File: src/rtl/mem_fill_verify.sv
// mem_fill_verify: fills an address range of a synchronous single-port RAM with a
// ramp or constant pattern, one word per cycle, then optionally reads the range
// back through a READ_LAT-deep expectation pipeline and records the first mismatch.
// Handshake: start is a level request sampled only in IDLE; the run ends in DONE,
// which is held while start stays high and left one cycle after start drops.
module mem_fill_verify #(
    parameter int ADDR_W   = 8,
    parameter int DATA_W   = 8,
    parameter int READ_LAT = 1
) (
    input  logic              clk,
    input  logic              reset,
    input  logic              start,
    input  logic [1:0]        mode,
    input  logic [ADDR_W-1:0] base_addr,
    input  logic [ADDR_W-1:0] last_addr,
    input  logic [DATA_W-1:0] fill_value,
    input  logic [DATA_W-1:0] q,
    output logic              write,
    output logic [ADDR_W-1:0] address,
    output logic [DATA_W-1:0] data,
    output logic              busy,
    output logic              done,
    output logic              error,
    output logic [ADDR_W-1:0] err_addr,
    output logic [2:0]        dbg_state
);

    typedef enum logic [2:0] {
        S_IDLE   = 3'd0,
        S_WRITE  = 3'd1,
        S_VERIFY = 3'd2,
        S_DRAIN  = 3'd3,
        S_DONE   = 3'd4
    } state_t;

    localparam logic [2:0] DRAIN_LAST = 3'(READ_LAT - 1);

    state_t            state;
    logic [1:0]        mode_r;
    logic [ADDR_W-1:0] base_r;
    logic [ADDR_W-1:0] last_r;
    logic [DATA_W-1:0] fill_r;
    logic [2:0]        drain_cnt;

    // Expected word and address ride alongside the RAM read latency
    logic [READ_LAT-1:0] pipe_v;
    logic [DATA_W-1:0]   pipe_d [READ_LAT];
    logic [ADDR_W-1:0]   pipe_a [READ_LAT];
    logic                mismatch;

    // Ramp data is the address zero-extended or truncated to DATA_W bits
    function automatic logic [DATA_W-1:0] pattern(input logic [ADDR_W-1:0] a,
                                                  input logic              const_mode,
                                                  input logic [DATA_W-1:0] f);
        logic [ADDR_W+DATA_W-1:0] wide;
        wide = {{DATA_W{1'b0}}, a};
        return const_mode ? f : wide[DATA_W-1:0];
    endfunction

    // The oldest pipeline slot lines up with q from the RAM
    assign mismatch  = pipe_v[READ_LAT-1] && (q != pipe_d[READ_LAT-1]);
    assign dbg_state = state;

    // Fill/verify sequencer, expectation pipeline and sticky error capture
    always_ff @(posedge clk) begin
        if (reset) begin
            state     <= S_IDLE;
            mode_r    <= '0;
            base_r    <= '0;
            last_r    <= '0;
            fill_r    <= '0;
            drain_cnt <= '0;
            write     <= 1'b0;
            address   <= '0;
            data      <= '0;
            busy      <= 1'b0;
            done      <= 1'b0;
            error     <= 1'b0;
            err_addr  <= '0;
            pipe_v    <= '0;
            for (int i = 0; i < READ_LAT; i++) begin
                pipe_d[i] <= '0;
                pipe_a[i] <= '0;
            end
        end else begin
            pipe_v[0] <= (state == S_VERIFY);
            pipe_d[0] <= pattern(address, mode_r[0], fill_r);
            pipe_a[0] <= address;
            for (int i = 1; i < READ_LAT; i++) begin
                pipe_v[i] <= pipe_v[i-1];
                pipe_d[i] <= pipe_d[i-1];
                pipe_a[i] <= pipe_a[i-1];
            end

            // Only the first mismatch of a run is recorded
            if (mismatch && !error) begin
                error    <= 1'b1;
                err_addr <= pipe_a[READ_LAT-1];
            end

            case (state)
                S_IDLE: begin
                    if (start) begin
                        mode_r   <= mode;
                        base_r   <= base_addr;
                        last_r   <= last_addr;
                        fill_r   <= fill_value;
                        error    <= 1'b0;
                        err_addr <= '0;
                        write    <= 1'b1;
                        address  <= base_addr;
                        data     <= pattern(base_addr, mode[0], fill_value);
                        busy     <= 1'b1;
                        state    <= S_WRITE;
                    end
                end
                S_WRITE: begin
                    if (address == last_r) begin
                        write <= 1'b0;
                        if (mode_r[1]) begin
                            address <= base_r;
                            state   <= S_VERIFY;
                        end else begin
                            busy  <= 1'b0;
                            done  <= 1'b1;
                            state <= S_DONE;
                        end
                    end else begin
                        address <= address + 1'b1;
                        data    <= pattern(ADDR_W'(address + 1'b1), mode_r[0], fill_r);
                    end
                end
                S_VERIFY: begin
                    if (address == last_r) begin
                        drain_cnt <= '0;
                        state     <= S_DRAIN;
                    end else begin
                        address <= address + 1'b1;
                    end
                end
                S_DRAIN: begin
                    if (drain_cnt == DRAIN_LAST) begin
                        busy  <= 1'b0;
                        done  <= 1'b1;
                        state <= S_DONE;
                    end else begin
                        drain_cnt <= drain_cnt + 1'b1;
                    end
                end
                S_DONE: begin
                    if (!start) begin
                        done  <= 1'b0;
                        state <= S_IDLE;
                    end
                end
                default: state <= S_IDLE;
            endcase
        end
    end

endmodule

File: config.mk
export PLATFORM = sky130hd
export DESIGN_NAME = mem_fill_verify
export DESIGN_NICKNAME = d
export VERILOG_FILES = /design/src/rtl/mem_fill_verify.sv
export SDC_FILE = /design/constraint.sdc
export NUM_CORES = 1
export LEC_CHECK = 0
export BUFFER_PORTS_ARGS = -buffer_cell sky130_fd_sc_hd__buf_2
export CAP_MARGIN = 20
export CELL_PAD_IN_SITES_DETAIL_PLACEMENT = 1
export CELL_PAD_IN_SITES_GLOBAL_PLACEMENT = 2
export CORE_MARGIN = 3
export CORE_UTILIZATION = 32
export DETAILED_ROUTE_END_ITERATION = 7
export GPL_TIMING_DRIVEN = 0
export PLACE_DENSITY_LB_ADDON = 0.1
export SYNTH_ARGS = -nofsm -noshare
export SYNTH_HDL_FRONTEND = slang
export SYNTH_SLANG_ARGS = --single-unit
File: constraint.sdc
create_clock -name clk -period 2.2 [get_ports clk]
set_input_delay 0.11 -clock clk [delete_from_list [all_inputs] [get_ports clk]]
set_output_delay 0.11 -clock clk [all_outputs]
set_load 0.02 [all_outputs]
## Word-level counts from Yosys, hierarchy flattened

Memory sizes are Yosys's and may differ from the RTL's.
Index checks and enable logic that the tools add are counted.

| storage, ports and cells | value |
|---|---|
| flip-flop bits (word level) | 61 |
| memory bits (writable) | 16 |
| bits of input ports | 37 |
| logic and storage cells | 100 |
| memories | 2 |

| operators by class | value |
|---|---|
| add/subtract/negate cells | 2 |
| eq/ne operators | 16 |
| muxes and demuxes | 46 |
| reduce and logical (&&, ||, !) cells | 20 |

Memories:

| name | words | width | read ports | clocked after Yosys merged registers in | wr ports | RTL line | text |
|---|---|---|---|---|---|---|---|
| pipe_a | 1 | 8 | 1 | 0 | 1 | 49 | `logic [ADDR_W-1:0] pipe_a [READ_LAT];` |
| pipe_d | 1 | 8 | 1 | 0 | 1 | 48 | `logic [DATA_W-1:0] pipe_d [READ_LAT];` |

Operators by type and width:

| kind | number |
|---|---|
| $mux W8 | 14 |
| $mux W3 | 8 |
| $pmux W8 S3 | 1 |
| $mux W1 | 17 |
| $ne A2 B2 Y1 const B | 8 |
| $pmux W8 S2 | 1 |
| $reduce_or A8 Y1 | 2 |
| $pmux W3 S5 | 1 |
| $reduce_and A5 Y1 | 3 |
| $reduce_and A3 Y1 | 3 |
| $reduce_bool A3 Y1 | 3 |
| $add A8 B1 Y8 const B | 1 |
| $eq A8 B8 Y1 | 1 |
| $ne A8 B8 Y1 | 1 |
| $eq A3 B2 Y1 const B | 2 |
| $logic_not A3 Y1 | 2 |
| $pmux W1 S3 | 2 |
| $pmux W3 S2 | 1 |
| $reduce_and A4 Y1 | 1 |
| $reduce_bool A2 Y1 | 2 |
| $add A3 B1 Y3 const B | 1 |
| $eq A3 B1 Y1 const B | 1 |
| $eq A3 B3 Y1 const B | 1 |
| $ne A3 B3 Y1 const B | 1 |
| other kinds (5) | 6 |

## Depth between registers and ports, before layout

Gate-level depths: netlist of the first run.

| logic depth | value |
|---|---|
| depth after elaboration | 6 |
| gate-level depth with buffers | 8 |

## Worst setup path before layout of the first run

Ideal clock, no wire load.

| timing path | value |
|---|---|
| path type | flip-flop to flip-flop |
| from | register address[2] |
| to | register done |
| arrival | 1,839 ps |
| data required time | 2,121 ps |
| slack | 281 ps |
| cell stages (with the launch flop) | 8 |
| buffers on the path | 2 |
| period minus slack after synthesis | 1,919 ps |
| cells stage by stage | dfxtp_1 buf_2 xnor2_2 and4_1 buf_6 a31oi_1 or4_4 a211oi_2 |

| on the way | value |
|---|---|
| longest elaborated chain between the ends | 3 |

Ends and longest elaborated chain:

| element | RTL line | text |
|---|---|---|
| start, declared | 20 | `output logic [ADDR_W-1:0] address,` |
| start signal, assigned | 112 | `address <= base_addr;` |
| start signal, assigned | 122 | `address <= base_r;` |
| start signal, assigned | 130 | `address <= address + 1'b1;` |
| $eq A8 B8 Y1 | 119 | `if (address == last_r) begin` |
| $ne A2 B2 Y1 (no source line) | n/a |  |
| $reduce_and A5 Y1 (no source line) | n/a |  |
| end signal, assigned | 126 | `done <= 1'b1;` |
| end signal, assigned | 145 | `done <= 1'b1;` |
| end signal, assigned | 153 | `done <= 1'b0;` |
| end, declared | 23 | `output logic done,` |

Every way passes these cells.
A chain may end at the register's enable or synchronous reset.

## Worst setup path after layout of the first run

| timing path | value |
|---|---|
| from | register address[6] |
| to | register done |

The elaborated chain is that of the path after synthesis.

==> impl_metrics.toml, run 1 <==
[global_route]
via_count_of_the_first_global_routing_pass = 3547
antenna_found_initial = 0
grt_max_degree = 14
grt_remaining_overflow = 0
grt_pass1_wl_mm = 20.8
grtUsageTotal_pct = 21.5

[cts]
clk_pin_slew_ns = 0.06
cts_htree_levels = 3
clock_sinks = 77
cts_made_buffers = 9
clockRootBuffer = "sky130_fd_sc_hd__clkbuf_16"
tritoncts = "yes"
bufs_on_longest_clock_path = 2
clock_latency_ns = 0.34

[layout]
most-common-layout-cells = "sky130_fd_sc_hd__dfxtp_1 (76), sky130_fd_sc_hd__buf_2 (71), sky130_fd_sc_hd__nand2_1 (67)"
layoutNonFillerInstCount = 668
final_net_count = 563
area_growth_syn_to_layout_pct = 24.4
drive_gt1_share_pct = 21.8
layout.cells.most_common = "sky130_fd_sc_hd__dfxtp_1"
final.fill_count = 1339
antenna-diode-count = 0

[yosys]
ys_ff_latch = 77
cell_count_after_synthesis = 442
async_flop_share_pct = 0
mappedNetlistNets = 482
yosysUniqueCellTypes = 54
synth.cell_area_um2 = 3670
dominantRegCellSynth = "sky130_fd_sc_hd__dfxtp_1"
synth_enable_flop_cells = 0
sequential_to_total_area_share_from_yosys_stat_pct = 42.0
yosysWarnings = 0
avgSynthCellArea_um2 = 8.31

[sta]
timing.final.ws_setup_ns = 0.0892
hold_violations = 0
worst_clock_skew_ns = 0.00912
pin_slew_with_the_least_headroom_to_its_limit_ns = 0.786
whs_ns = 0.00793
achievable-frequency_mhz = 474
grt_setup_unrepaired = "true"
timing_max_transition_violations_final = 0
slew-limit-headroom_pct = 47.6
min_period_over_period_pct = 95.9
setup-violations-final = 0
final_min_period_ns = 2.11

[worst_setup_path]
critPathRequiredTime_ns = 2.46
criticalPathCategory = "flop to flop"
cp-end-kind = "flop"
startpoint_type = "flop"
critical_path.max_fanout = 10
crit_arrival_ns = 2.37
r2r.worst_path.cells = 6

[pwr]
power_frac_clock_pct = 37.6
power.sequential.fraction_pct = 38.1
sw_share_pct = 32.3
power.leakage_nw = 1.82
worst_ir_drop_vdd_mv = 0.374
power.density_cell_area_nw_per_um2 = 930
total_switching_power_mw = 1.37
internal_power_mw = 2.88
total_power_consumption_of_the_routed_design_mw = 4.25
comb_power_share_pct = 24.2

[die]
die_width_um = 113
floorplan.die_area_um2 = 12800
floorplan.die.height_um = 113
io_pins = 68
initial_core_util_pct = 33.3
placement_rows = 38
fp.coreArea_um2 = 11000

[detailed_routing]
vias = 3548
drt-initial-drc-count = 197
wirelength_mm = 13.2
drcViolationCount = 0
drt-wirelength-per-cell_um = 19.7
via_density_per_instance = 5.31
final_antenna_net_count = 0
detailedRoute.firstPassIterationCount = 4

[placement]
buffer_ports.inserted = 66
detailedPlace.worstSlack_ns = -0.129
gp_congestion = 0.843
dp_hpwl_mm = 9.68
numPlacedInstances = 648

[hold_path]
hold-path-cell-count = 3
min-delay-path-class = "input port to flop"

[status]
run_status = "finished clean"

[job]
maxCapViolations = 0
## state kept, by name, indices dropped and copies added, names as in the netlist, 2 cells and up
name,cells
mode_r,2
err_addr,8
last_r,8
drain_cnt,3
address,8
pipe_d,8
pipe_a,8
data,8
dbg_state,3
fill_r,8
base_r,8
## per-layer routing
layer	routed length, um	global-route usage, %	up-vias
met5	0	0	-
met4	267	8.49	0
met3	695	3.80	16
met2	5900	32.0	100
met1	6320	30.7	1714
li1	-	-	1718
## synth_stat cells (3+ instances only)
library cell	instances	share of area, %
sky130_fd_sc_hd__a211oi_1	12	2.5
sky130_fd_sc_hd__a21oi_1	44	6.0
sky130_fd_sc_hd__a221oi_1	3	0.72
sky130_fd_sc_hd__a31oi_1	5	0.85
sky130_fd_sc_hd__and3_1	3	0.51
sky130_fd_sc_hd__buf_1	3	0.31
sky130_fd_sc_hd__buf_2	5	0.68
sky130_fd_sc_hd__clkbuf_1	21	2.1
sky130_fd_sc_hd__dfxtp_1	77	42
sky130_fd_sc_hd__ha_1	3	1.0
sky130_fd_sc_hd__inv_1	8	0.82
sky130_fd_sc_hd__mux2_2	3	0.92
sky130_fd_sc_hd__mux2i_1	19	5.2
sky130_fd_sc_hd__nand2_1	67	6.8
sky130_fd_sc_hd__nand2b_1	4	0.68
sky130_fd_sc_hd__nand3_1	10	1.4
sky130_fd_sc_hd__nand4_1	5	0.85
sky130_fd_sc_hd__nor2_1	43	4.4
sky130_fd_sc_hd__nor2b_1	13	2.2
sky130_fd_sc_hd__nor3_1	13	1.8
sky130_fd_sc_hd__o21ai_0	9	1.2
sky130_fd_sc_hd__o22ai_1	4	0.68
sky130_fd_sc_hd__o41ai_1	5	1.2
sky130_fd_sc_hd__or3_1	7	1.2
sky130_fd_sc_hd__xnor2_1	16	3.8
sky130_fd_sc_hd__xor2_1	3	0.72
## kinds of logic (layout without fill, tap and decap cells)
family          after synthesis  count (layout)  synth area share, %
xor+xnor                     21              21                 5.42
simple gates                173             173                 21.7
compound gates              104             104                 18.7
flops                        77              77                 42.0
fa+ha+maj                     3               3                 1.02
mux                          23              23                 6.41
buf+inv                      41             127                 4.77
## what timing repair did
action                                  in CTS  in global routing
setup buffers                                1                  3
endpoints found under the setup margin      45                 38
resized for setup                            2                 13
endpoints found under the hold margin        1                  0
pin swaps                                    0                  1
hold buffers                                 1                  0
## worst paths after layout
path                      from        end  slack (ns)
setup / recovery    address[6]       done        0.09
hold / removal    last_addr[7]  last_r[7]       0.008
setup reg to reg    address[6]       done        0.09
hold reg to reg      base_r[3]  base_r[3]        0.46
## critical path, stage by stage, from the launching register on
cell,delay (ns)
sky130_fd_sc_hd__dfxtp_1,0.58
sky130_fd_sc_hd__xnor2_1,0.19
sky130_fd_sc_hd__and4_1,0.27
sky130_fd_sc_hd__buf_4,0.20
sky130_fd_sc_hd__a31oi_1,0.09
sky130_fd_sc_hd__or4_4,0.47
sky130_fd_sc_hd__a211oi_2,0.22
## area by class of cell
type / count / area, um^2 / area share [%]
multi-input cells: 324 / 1990 / 43.5
clock inverters: 6 / 87.6 / 1.92
plain buffers: 31 / 143 / 3.12
flip-flops and latches: 77 / 1540 / 33.8
repair buffers: 71 / 370 / 8.11
inverters: 9 / 33.8 / 0.739
clock buffers: 10 / 229 / 5.01
well taps: 140 / 175 / 3.83
## stage by stage
| step | area [um^2] | TNS, ns | utilization [%] |
|---|---|---|---|
| 2_1_floorplan | 3670 | 0 | - |
| 3_3_place_gp | 4180 | -3.26 | 37.9 |
| 3_5_place_dp | 4180 | -2.27 | 37.9 |
| 4_1_cts | 4520 | 0 | 41.0 |
| 5_1_grt | 4570 | -0.0870 | 41.4 |
| 6_report | 4570 | 0 | 41.4 |
## power groups by stage
| stage | clock network, mW | registers [mW] | logic, mW |
|---|---|---|---|
| CTS | 1.63 | 1.62 | 0.994 |
| global placement | 0 | 1.65 | 0.956 |
| floorplan | 0 | 1.68 | 0.572 |
| global route | 1.70 | 1.64 | 1.13 |
| finish | 1.60 | 1.62 | 1.03 |
| detailed placement | 0 | 1.65 | 0.967 |
(Power assumes the default switching activity.)
==> run 2, diff against run 1 <==
Settings changed: CORE_UTILIZATION 32 to 25.
==> run 2 against run 1 <==
Compared with the run above:
- register-to-register slack about the same
- sequential share of layout area fell by 0.90 points
- global-route usage shrank 3.7 points
- die area up 26%
- non-clock buffer count rose by 10
- flip-flop and latch count stayed put
- first-iteration DRC count down 6.6%
- critical path type unchanged
- largest cell class unchanged
==> impl_metrics.toml, run 2 (synthesized netlist as in run 1, its figures left out) <==
[detailed_routing]
drt-initial-drc-count = 184
drt-wirelength-per-cell_um = 19.5
via_density_per_instance = 4.90
vias = 3519
drcViolationCount = 0
final_antenna_net_count = 0
wirelength_mm = 14.0
detailedRoute.firstPassIterationCount = 4

[worst_setup_path]
startpoint_type = "flop"
worst_path_max_delay_cell = "sky130_fd_sc_hd__or4_4"
criticalPathCategory = "flop to flop"
critPathTopFamily = "simple AND/OR/NAND/NOR gates"
cp_cell_sequence = "buf_2, xnor2_1, and4_1, buf_6, a31oi_1, or4_4, a211oi_2"
crit_arrival_ns = 2.37
critPathRequiredTime_ns = 2.48
critical_path.max_fanout = 10
cp_slowest_stage_delay_ns = 0.47
worst-path-buf-inv = 2
cp-end-kind = "flop"

[layout]
layout.cells.most_common = "sky130_fd_sc_hd__dfxtp_1"
most-common-layout-cells = "sky130_fd_sc_hd__dfxtp_1 (75), sky130_fd_sc_hd__buf_2 (71), sky130_fd_sc_hd__nand2_1 (67)"
drive_gt1_share_pct = 22.3
antenna-diode-count = 0
post-route-util_pct = 33.2
design_area_um2 = 4700
final.fill_count = 1712
area_growth_syn_to_layout_pct = 27.9
final_net_count = 573

[cts]
clockRootBuffer = "sky130_fd_sc_hd__clkbuf_16"
cts_made_buffers = 9
tritoncts = "yes"
clock_latency_ns = 0.35
clock_sinks = 77
cts_htree_levels = 3
bufs_on_longest_clock_path = 2
clk_pin_slew_ns = 0.07

[hold_path]
min-delay-path-class = "input port to flop"

[job]
maxCapViolations = 0

[die]
io_pins = 68
floorplan.die.height_um = 127
placement_rows = 43
floorplan.die_area_um2 = 16200
die_width_um = 127
initial_core_util_pct = 26.0
fp.coreArea_um2 = 14100

[sta]
timing.final.ws_setup_ns = 0.101
setup-violations-final = 0
hold_violations = 0
grt_setup_unrepaired = "false"
achievable-frequency_mhz = 476
slew-limit-headroom_pct = 49.7
timing_max_transition_violations_final = 0
final_min_period_ns = 2.10
pin_slew_with_the_least_headroom_to_its_limit_ns = 0.754
min_period_over_period_pct = 95.4
worst_clock_skew_ns = 0.00991

[global_route]
grtUsageTotal_pct = 17.8
via_count_of_the_first_global_routing_pass = 3551
antenna_found_initial = 0
grt_max_degree = 14
grt_remaining_overflow = 0
grt_pass1_wl_mm = 21.5

[placement]
gp_congestion = 0.795
dpl-instance-area_um2 = 4230
detailedPlace.worstSlack_ns = -0.248
dp_hpwl_mm = 10.5
buffer_ports.inserted = 66

[pwr]
worst_ir_drop_vdd_mv = 0.376
power.sequential.fraction_pct = 38.5
total_power_consumption_of_the_routed_design_mw = 4.22
power.density_cell_area_nw_per_um2 = 897
power.leakage_nw = 1.87
internal_power_mw = 2.82
power_frac_clock_pct = 36.4
sw_share_pct = 33.1
total_switching_power_mw = 1.40
comb_power_share_pct = 25.1

[status]
run_status = "finished clean"
-- run 2: cell count changes in the layout (fill, tap and decap cells not counted), sizes merged --
cell / change
bufinv: -1
dlygate4sd3: +7
clkbuf: +1
clkinv: +2
buf: +3
clkinvlp: -2
-- run 2: layer usage --
metal | global-route usage (%) | vias to the layer above | wire length [um]
li1 | - | 1742 | -
met1 | 24.9 | 1679 | 6860
met2 | 27.7 | 85 | 6310
met3 | 3.60 | 13 | 627
met4 | 5.62 | 0 | 234
met5 | 0 | - | 0
-- run 2: area by class of cell --
class | instances | area, um^2 | area share, %
plain buffers | 31 | 144 | 3.06
inverters | 9 | 33.8 | 0.719
well taps | 180 | 225 | 4.79
flip-flops and latches | 77 | 1540 | 32.9
repair buffers | 81 | 463 | 9.85
clock buffers | 11 | 243 | 5.17
multi-input cells | 324 | 1990 | 42.3
clock inverters | 5 | 60.1 | 1.28
-- run 2: timing repair --
item | in CTS | in global routing
gates resized for setup | 6 | 10
cloned | 0 | 0
hold endpoints to repair | 8 | 0
pin swaps | 2 | 1
setup endpoints to repair | 47 | 22
hold buffers | 8 | 0
buffers inserted | 3 | 4
-- run 2: metrics by stage --
stage | hold slack, ns | setup TNS [ns] | cells
floorplan | 0.246 | 0 | 442
global placement | 0.352 | -4.74 | 688
detailed placement | 0.363 | -5.91 | 688
CTS | 0.000436 | 0 | 715
global route | 0.00815 | 0 | 718
finish | 0.00901 | 0 | 718
-- run 2: power groups by stage --
stage / Clock, mW / Combinational [mW] / Sequential (mW)
floorplan: 0 / 0.572 / 1.68
global placement: 0 / 0.975 / 1.65
detailed placement: 0 / 0.984 / 1.65
CTS: 1.58 / 1.03 / 1.62
global route: 1.64 / 1.16 / 1.64
finish: 1.53 / 1.06 / 1.62
-- run 2: worst reg2reg max path: cells and delay by family (launching register included) --
| kind | cells | cell delay [ns] |
|---|---|---|
| buffers and inverters | 2 | 0.41 |
| flip-flops | 1 | 0.36 |
| AO/OA/AOI/OAI | 2 | 0.30 |
| AND/OR/NAND/NOR | 2 | 0.77 |
| XOR/XNOR | 1 | 0.18 |
-- run 2: final timing paths --
check / start / end / slack [ns] / cells past startpoint
worst max-delay path: address[3] / done / 0.10 / 7
worst min-delay path: fill_value[5] / fill_r[5] / 0.009 / 3
worst max register to register: address[3] / done / 0.10 / 7
worst min register to register: base_r[3] / base_r[3] / 0.45 / 2
==> run 3, diff against run 2 <==
Clock period 2.2 ns to 2.6 ns, I/O delays scaled along.
==> run 3 against run 2 <==
Compared with the run above:
- non-clock buffer count down 14
- flip-flop and latch count did not move
- count of clock-buffer cells in the layout is the same
- sequential share of layout area increased by 1.1 points
- critical path depth fell by 1
- maximum frequency fell by 7.3%
- register-to-register slack better by 0.24 ns
- critical path type unchanged
- largest power group unchanged
- highest routed layer unchanged
==> impl_metrics.toml, run 3 (synthesized netlist as in run 1, its figures left out) <==
[sta]
setup-tns-final_ns = 0
pin_slew_with_the_least_headroom_to_its_limit_ns = 0.727
final_min_period_ns = 2.26
min_period_over_period_pct = 87.0
setup-violations-final = 0
hold_violations = 0
grt_setup_unrepaired = "false"
achievable-frequency_mhz = 442
timing_max_transition_violations_final = 0
slew-limit-headroom_pct = 51.6
worst_clock_skew_ns = 0.00970

[layout]
area_growth_syn_to_layout_pct = 23.4
design_area_um2 = 4530
final.fill_count = 1719
post-route-util_pct = 32.0
drive_gt1_share_pct = 19.7
layout.cells.most_common = "sky130_fd_sc_hd__dfxtp_1"
most-common-layout-cells = "sky130_fd_sc_hd__dfxtp_1 (77), sky130_fd_sc_hd__buf_2 (71), sky130_fd_sc_hd__nand2_1 (67)"
antenna-diode-count = 0
final_net_count = 559

[worst_setup_path]
cp-end-kind = "flop"
reg2reg_setup_slack_ns = 0.34
cp_slowest_stage_delay_ns = 0.52
critPathRequiredTime_ns = 2.87
worst_path_max_delay_cell = "sky130_fd_sc_hd__clkbuf_1"
critical_path.max_fanout = 10
criticalPathCategory = "flop to flop"
critPathTopFamily = "buffers and inverters"
crit_arrival_ns = 2.54
cp_cell_sequence = "nor2_2, and3_1, clkbuf_1, clkbuf_1, nand2_1, a21oi_1"
startpoint_type = "flop"
cpMostUsedCell = "sky130_fd_sc_hd__clkbuf_1"
worst-path-buf-inv = 2

[cts]
post_cts_hold_buffer_count = 0
gates_resized_cts_repair = 0
clockRootBuffer = "sky130_fd_sc_hd__clkbuf_16"
bufs_on_longest_clock_path = 2
cts_htree_levels = 3
clock_latency_ns = 0.35
tritoncts = "yes"
post-cts-setup-buffers = 0
clk_pin_slew_ns = 0.07
clock_sinks = 77
cts_made_buffers = 9

[global_route]
grt_max_degree = 14
top_usage_layer = "met2"
grt_pass1_wl_mm = 21.4
via_count_of_the_first_global_routing_pass = 3509
grtUsageMet3_pct = 3.64
grt_remaining_overflow = 0
grtUsageTotal_pct = 17.8
met1_demand_to_capacity_share_in_global_routing_pct = 24.8
antenna_found_initial = 0
grtUsageMet2_pct = 27.5

[die]
fp.coreArea_um2 = 14100
initial_core_util_pct = 26.0
floorplan.die.height_um = 127
floorplan.die_area_um2 = 16200
io_pins = 68
placement_rows = 43
die_width_um = 127

[placement]
buffer_ports.inserted = 66
gp_congestion = 0.795
dp_hpwl_mm = 10.5
dpl-instance-area_um2 = 4230

[pwr]
power_frac_clock_pct = 37.1
worst_ir_drop_vdd_mv = 0.307
sw_share_pct = 33.1
comb_power_share_pct = 23.6
power.sequential.fraction_pct = 39.3
power.density_cell_area_nw_per_um2 = 770
total_switching_power_mw = 1.16
internal_power_mw = 2.34
power.leakage_nw = 1.78

[job]
maxCapViolations = 0

[detailed_routing]
final_antenna_net_count = 0
drt-wirelength-per-cell_um = 19.8
via_density_per_instance = 4.90
drcViolationCount = 0
detailedRoute.firstPassIterationCount = 4
vias = 3447
drt-initial-drc-count = 163
wirelength_mm = 13.9

[hold_path]
min-delay-path-class = "input port to flop"

[status]
run_status = "finished clean"
## run 3: final cells by class
class | instances | area [um^2] | share of cell area, %
Sequential cell | 77 | 1540 | 34.0
Multi-Input combinational cell | 324 | 1960 | 43.2
Clock buffer | 11 | 243 | 5.35
Timing Repair Buffer | 66 | 330 | 7.29
Clock inverter | 5 | 60.1 | 1.32
Tap cell | 180 | 225 | 4.97
Inverter | 9 | 33.8 | 0.745
Buffer | 32 | 141 | 3.12
## run 3: routing by layer
| layer | vias up | wire length (um) |
|---|---|---|
| met1 | 1640 | 6810 |
| met5 | - | 0 |
| li1 | 1712 | - |
| met2 | 83 | 6310 |
| met3 | 12 | 599 |
| met4 | 0 | 197 |
## run 3: metrics by stage
step | power [mW] | instances | hold WS [ns] | setup slack, ns
2_1_floorplan | 1.90 | 442 | 0.266 | 0.681
3_3_place_gp | 2.22 | 688 | 0.372 | 0.146
3_5_place_dp | 2.23 | 688 | 0.383 | 0.152
4_1_cts | 3.55 | 704 | 0.00430 | 0.128
5_1_grt | 3.68 | 704 | 0.0256 | 0.148
6_report | 3.49 | 704 | 0.0163 | 0.337
## run 3: worst paths after layout
check	startpoint	end	cells after the start
min	mode[1]	mode_r[1]	3
min reg2reg	base_r[3]	base_r[3]	2
max reg2reg	dbg_state[0]	mode_r[0]	6
max	dbg_state[0]	mode_r[0]	6
## run 3: worst register-to-register path, cell delays in order (launching register included)
cell,delay (ns)
sky130_fd_sc_hd__dfxtp_1,0.37
sky130_fd_sc_hd__nor2_2,0.42
sky130_fd_sc_hd__and3_1,0.22
sky130_fd_sc_hd__clkbuf_1,0.40
sky130_fd_sc_hd__clkbuf_1,0.52
sky130_fd_sc_hd__nand2_1,0.12
sky130_fd_sc_hd__a21oi_1,0.14
## run 3: power groups by stage
stage,clock (mW),combinational [mW],sequential [mW]
global placement,0,0.825,1.40
floorplan,0,0.484,1.42
detailed placement,0,0.833,1.40
finish,1.30,0.823,1.37
global route,1.39,0.906,1.39
CTS,1.34,0.836,1.37
